### config.mk
export PLATFORM = sky130hd
export DESIGN_NAME = reset_sequencer
export DESIGN_NICKNAME = d
export VERILOG_FILES = /design/src/rtl/reset_sequencer.sv
export SDC_FILE = /design/constraint.sdc
export NUM_CORES = 1
export LEC_CHECK = 0
export CAP_MARGIN = 0
export CORE_MARGIN = 2
export CORE_UTILIZATION = 40
export CTS_CLUSTER_DIAMETER = 60
export DETAILED_ROUTE_END_ITERATION = 10
export GPL_TIMING_DRIVEN = 0
export HOLD_SLACK_MARGIN = 0.08
export PLACE_DENSITY = 0.7
export SLEW_MARGIN = 30
export SYNTH_ARGS = -nofsm -noshare
export SYNTH_HDL_FRONTEND = slang
export SYNTH_SLANG_ARGS = --single-unit
### constraint.sdc
create_clock -name clk_25 -period 1.5 [get_ports clk_25]
set_input_delay 0.3 -clock clk_25 [delete_from_list [all_inputs] [get_ports clk_25]]
set_output_delay 0.3 -clock clk_25 [all_outputs]
set_load 0.05 [all_outputs]
### src/rtl/reset_sequencer.sv
// reset_sequencer: merges the power-on reset with soft-reset requests and
// drives N_DOMAINS reset outputs. All outputs are held together for
// HOLD_CYCLES, then released one at a time in index order, STAGGER_CYCLES
// apart. rst_cause records which sources triggered the current or last sequence.
module reset_sequencer #(
    parameter int          N_DOMAINS      = 4,
    parameter int          N_REQ          = 2,
    parameter logic [7:0]  HOLD_CYCLES    = 8'hFA,
    parameter logic [7:0]  STAGGER_CYCLES = 8'd25
) (
    input  logic                 clk_25,
    input  logic                 reset,
    input  logic [N_REQ-1:0]     soft_rst_req,
    output logic [N_DOMAINS-1:0] rst_out,
    output logic                 rst_done,
    output logic [N_REQ:0]       rst_cause
);

    localparam int IDX_W = (N_DOMAINS > 1) ? $clog2(N_DOMAINS) : 1;

    typedef enum logic [1:0] {
        ST_ASSERT  = 2'd0,
        ST_RELEASE = 2'd1,
        ST_RUN     = 2'd2
    } state_t;

    state_t               state_q, state_d;
    logic [7:0]           cnt_q, cnt_d;
    logic [IDX_W-1:0]     idx_q, idx_d;
    logic [N_DOMAINS-1:0] rst_out_q, rst_out_d;
    logic                 rst_done_q, rst_done_d;
    logic [N_REQ:0]       rst_cause_q, rst_cause_d;

    logic                 req_any;
    logic [N_REQ:0]       req_cause;

    assign req_any   = |soft_rst_req;
    assign req_cause = {soft_rst_req, 1'b0};

    // Next-state logic: hold count, staggered release, restart on request.
    always_comb begin
        // NOTE: every _d starts from its _q so no path leaves a variable unassigned, which would infer a latch.
        state_d     = state_q;
        cnt_d       = cnt_q;
        idx_d       = idx_q;
        rst_out_d   = rst_out_q;
        rst_done_d  = rst_done_q;
        rst_cause_d = rst_cause_q;

        case (state_q)
            ST_ASSERT: begin
                rst_cause_d = rst_cause_q | req_cause;
                if (req_any) begin
                    // A held request keeps stretching the hold period.
                    cnt_d = HOLD_CYCLES - 8'd1;
                end else if (cnt_q != 8'd0) begin
                    cnt_d = cnt_q - 8'd1;
                end else begin
                    rst_out_d[0] = 1'b0;
                    idx_d        = IDX_W'(1);
                    cnt_d        = STAGGER_CYCLES - 8'd1;
                    if (N_DOMAINS == 1) begin
                        rst_done_d = 1'b1;
                        state_d    = ST_RUN;
                    end else begin
                        state_d    = ST_RELEASE;
                    end
                end
            end

            ST_RELEASE: begin
                rst_cause_d = rst_cause_q | req_cause;
                if (req_any) begin
                    // Restart: domains already released go back into reset.
                    state_d   = ST_ASSERT;
                    rst_out_d = {N_DOMAINS{1'b1}};
                    cnt_d     = HOLD_CYCLES - 8'd1;
                    idx_d     = '0;
                end else if (cnt_q != 8'd0) begin
                    cnt_d = cnt_q - 8'd1;
                end else begin
                    for (int i = 0; i < N_DOMAINS; i++) begin
                        if (idx_q == IDX_W'(i)) begin
                            rst_out_d[i] = 1'b0;
                        end
                    end
                    cnt_d = STAGGER_CYCLES - 8'd1;
                    if (idx_q == IDX_W'(N_DOMAINS - 1)) begin
                        rst_done_d = 1'b1;
                        state_d    = ST_RUN;
                    end else begin
                        idx_d = idx_q + IDX_W'(1);
                    end
                end
            end

            ST_RUN: begin
                if (req_any) begin
                    // A new sequence starts; the previous cause is discarded.
                    state_d     = ST_ASSERT;
                    rst_out_d   = {N_DOMAINS{1'b1}};
                    rst_done_d  = 1'b0;
                    cnt_d       = HOLD_CYCLES - 8'd1;
                    idx_d       = '0;
                    rst_cause_d = req_cause;
                end
            end

            default: begin
                // Unused encoding: fall back into a full reset sequence.
                state_d    = ST_ASSERT;
                rst_out_d  = {N_DOMAINS{1'b1}};
                rst_done_d = 1'b0;
                cnt_d      = HOLD_CYCLES - 8'd1;
                idx_d      = '0;
            end
        endcase
    end

    // State registers with synchronous power-on reset taking priority over requests.
    always_ff @(posedge clk_25) begin
        if (reset) begin
            state_q     <= ST_ASSERT;
            cnt_q       <= HOLD_CYCLES - 8'd1;
            idx_q       <= '0;
            rst_out_q   <= {N_DOMAINS{1'b1}};
            rst_done_q  <= 1'b0;
            rst_cause_q <= {{N_REQ{1'b0}}, 1'b1};
        end else begin
            state_q     <= state_d;
            cnt_q       <= cnt_d;
            idx_q       <= idx_d;
            rst_out_q   <= rst_out_d;
            rst_done_q  <= rst_done_d;
            rst_cause_q <= rst_cause_d;
        end
    end

    assign rst_out   = rst_out_q;
    assign rst_done  = rst_done_q;
    assign rst_cause = rst_cause_q;

endmodule

Yosys cells after proc, flatten, opt, wreduce, memory -nomap -nowiden:

Cells that the tools add are included.

* input port bits: 4
* logic and storage cells: 77
* register bits: 20

* equality and inequality tests: 17
* bitwise logic cells: 2
* reduce and logical (&&, ||, !) cells: 14
* add/sub/neg operators: 2
* multiplexer cells: 33

Operators by type and width (count)
* two-way mux 8 bit: 3
* AND reduction 5 bit: 4
* two-way mux 2 bit: 9
* != test 3 bit (second input constant): 6
* case mux 8 bit (2 select lines): 1
* two-way mux 4 bit: 3
* != test 2 bit (second input constant): 6
* case mux 2 bit (3 select lines): 2
* AND reduction 4 bit: 3
* two-way mux 1 bit: 10
* case mux 3 bit (3 select lines): 1
* nonzero test 8 bit: 1
* subtractor 8 x 1 -> 8 bit (second input constant): 1
* == test 2 bit (second input constant): 3
* case mux 1 bit (3 select lines): 2
* case mux 3 bit (2 select lines): 1
* == test 2 x 1 -> 1 bit (second input constant): 2
* zero test 2 bit: 2
* OR reduction 2 bit: 2
* two-way mux 3 bit: 1
* OR 3 bit: 1
* adder 2 x 1 -> 2 bit (second input constant): 1
* AND reduction 2 bit: 1
* nonzero test 2 bit: 1
* inverter 1 bit: 1

Depth between registers and ports, before layout:

* word-level depth: 5
* depth in mapped cells: 6

Least setup slack after synthesis:

No wires, ideal clock.

* path type: reg-to-reg
* start point: reg cnt_q[0]
* end point: reg rst_out_q[1], in the netlist rst_out[1]
* library setup time: 0.120 ns
* stages on the path, launching flop included: 7
* data arrival time: 1.587 ns
* setup slack: -0.207 ns
* cells stage by stage: dfxtp_1 inv_1 ha_1 or3b_2 nor2_4 nand3_1 a211o_1

* longest elaborated chain between the ends: 3

Ends and longest elaborated chain
* start, declared: RTL line 28 `logic [7:0] cnt_q, cnt_d;`
* start signal, assigned: RTL line 124 `cnt_q <= HOLD_CYCLES - 8'd1;`
* start signal, assigned: RTL line 131 `cnt_q <= cnt_d;`
* nonzero test 8 bit: RTL line 79 `end else if (cnt_q != 8'd0) begin`
* != test 3 bit (no source line)
* AND reduction 4 bit (no source line)
* end signal, assigned: RTL line 126 `rst_out_q <= {N_DOMAINS{1'b1}};`
* end signal, assigned: RTL line 133 `rst_out_q <= rst_out_d;`
* end, declared: RTL line 30 `logic [N_DOMAINS-1:0] rst_out_q, rst_out_d;`

Every way passes these cells.
A chain may end at the register's enable or synchronous reset.

Final worst setup path:

* start point: reg cnt_q[4]
* end point: reg idx_q[1]

* longest elaborated chain between the ends: 3
* elaborated cells on any way between the ends: 4
* classes of those cells: 2 x eq/ne; 2 x reduce/logical

Ends and longest elaborated chain
* nonzero test 8 bit (*): RTL line 56, 79
* != test 3 bit (no source line) / != test 2 bit (equally long branches)
* AND reduction 5 bit (no source line) (*)
* end signal, assigned: RTL line 132 `idx_q <= idx_d;`
* end, declared: RTL line 29 `logic [IDX_W-1:0] idx_q, idx_d;`

Every way passes the cells marked *; elsewhere a longest branch is shown, timed or not.

==> metrics <==
outcome=complete, but fails checks; failing checks=negative setup slack; DR WL/cell=17.0 um; dominant cell type by area after synthesis=dfxtp_1; DIE AREA=3150 um^2; Rel. slew slack=0.666; power per cell area=597 nW/um^2; drc violations=0; Cells after Synth=122; Netlist cell types=41; Clock Tree Root=clkbuf_4; PortBufs=11; P_leak=0.000578 uW; most frequent cell after synthesis=dfxtp_1; CP Launch Type=flop; EDFF count, synth=0; P&R area growth vs syn=41.1%; Antenna Nets Post-Route=0; GP Congestion=0.900; Final nets=167; Final Power=915 uW; # fillers=222; number of synthesized register bits=20; Fmax=585 MHz; Pre-Repair DR Iteration Count=4; clock sink total=20; Die Ht=56.1 um; vias in the first global route=1053; IR Drop Worst-Case VDD=0.800 mV; GRT Overall Usage=0.200; largest fanout on the critical path=4; io pins=12; pin count of the biggest net entering global routing=11; fin worst setup slack=-0.211 ns; Synth top cells by count=dfxtp_1 (20), o21ai_0 (9), nor3_1 (7); worst endpoint required time=1.70 ns; ys async rst share=0; Syn Nets=132; CTS tree=built; Synth Cell Area=1090 um^2; Worst Path Arrival=1.91 ns; via count=1101; Seq/Total Area, Yosys=0.369; Area contributors post-synth=dfxtp_1 (37%), ha_1 (6.9%), o21ai_0 (4.1%), nor3_1 (3.2%), a21oi_1 (2.8%); H-tree levels=1; fin crit period=1.71 ns; Hold WC Path Type=flop to flop; Hold Slack=0.474 ns; top cell type's share of synthesized area=0.369; Worst-Skew Late Latency=0.31 ns; Core Area=2520 um^2; floorplan row count=18; initial antenna violation count=0; Syn Area/Cell=8.90 um^2; dpl hpwl=1750 um; Max Cap Viol=0; Setup CP Type=flop to flop; Ys Warns=0; endpoints failing hold=0; first-pass GRT wire length=5090 um; Worst-Margin Slew=0.502 ns; final setup fails=15; total CTS buffers=3; crit path capture type=flop; Pins Over Slew Limit=0; DIE WIDTH=56.1 um; Worst Clk Skew=0.00869 ns; DRT iter0 DRCs=47; final wirelength=3150 um; Initial Utilization=0.431; fraction of layout cells with a size suffix above 1=0.387; DR vias/cell=5.95; Remaining Overflow, GRT=0; period utilisation layout=1.14; # diodes=0; Synth Flop Type=dfxtp_1; Max clock buf depth=2; RSZ-0062 raised after global routing=yes; Reg clk slew, reported paths=0.10 ns
[routing by layer]
layer | GRT usage | routed length (um) | vias up
met2 | 0.329 | 1520 | 51
met1 | 0.260 | 1360 | 516
met5 | 0 | 0 | -
met4 | 0.0510 | 53 | 0
met3 | 0.0512 | 216 | 6
li1 | - | - | 528
[where the power goes]
| group | leakage (uW) | internal (uW) | switching, uW | total, uW |
|---|---|---|---|---|
| sequential | 0.000164 | 533 | 4.80 | 538 |
| clock | 0.0000138 | 94.0 | 169 | 263 |
| combinational | 0.000400 | 49.0 | 64.9 | 114 |
[stage by stage]
step	cells	utilization	setup TNS, ns	area, um^2	setup slack [ns]
floorplan	122	-	-0.0555	1120	-0.0231
global placement	163	0.504	-6.52	1270	-0.504
detailed placement	163	0.504	-7.04	1270	-0.601
CTS	178	0.575	-0.609	1450	-0.188
global route	185	0.608	-2.45	1530	-0.273
finish	185	0.608	-1.31	1530	-0.211
[layout make-up]
class                           count  area (um^2)  area share
Buffer                              6         52.6      0.0343
Sequential cell                    20          414       0.270
Inverter                            5         21.3      0.0139
Tap cell                           30         37.5      0.0245
Clock buffer                        3         22.5      0.0147
Timing Repair Buffer               31          249       0.162
Multi-Input combinational cell     90          736       0.480
[critical path, stage by stage (launching register included)]
cell,delay [ns]
dfxtp_4,0.36
or4_4,0.57
a2111oi_4,0.43
buf_4,0.18
o41ai_2,0.05
[flip-flops by register name, indices dropped and copies added (netlist names)]
signal and cells:
idx_q 2, rst_cause 3, state_q 2, cnt_q 8
rst_done 1, rst_out 4
[final timing paths]
path              start         end  slack (ns)  cells past startpoint
max            cnt_q[4]    idx_q[1]       -0.21                      4
max reg2reg    cnt_q[4]    idx_q[1]       -0.21                      4
min          rst_out[2]  rst_out[2]        0.47                      1
min reg2reg  rst_out[2]  rst_out[2]        0.47                      1
[layout by cell type, fill, tap and decap left out, drive strengths merged, types with 3 or more instances in the layout]
cell           synthesis  layout
o31ai                  3       3
inv                    5       5
buf                    5      24
nand4                  4       4
dfxtp                 20      20
clkbuf                 2      10
o21ai                 11      11
clkdlybuf4s15          0       3
ha                     6       6
nand2b                 3       3
nor3                   8       8
a21oi                  6       6
nand3                  4       4
nor2                   7       7
nor3b                  4       4
nand2                  6       6
[repair_timing]
| item | in CTS | in global routing |
|---|---|---|
| pin swaps | 8 | 15 |
| hold buffers | 0 | 0 |
| gates cloned | 1 | 0 |
| endpoints found under the hold margin | 0 | 0 |
| setup buffers | 12 | 7 |
| setup endpoints to repair | 25 | 25 |
| gates resized for setup | 34 | 24 |
[cells by family after synthesis]
group	synth area share
and+or+nand+nor	0.260
AOI/OAI and AO/OA	0.249
buffers and inverters	0.0530
adders and majority gates	0.0691
DFF	0.369
Power figures use the tool's default switching activity.
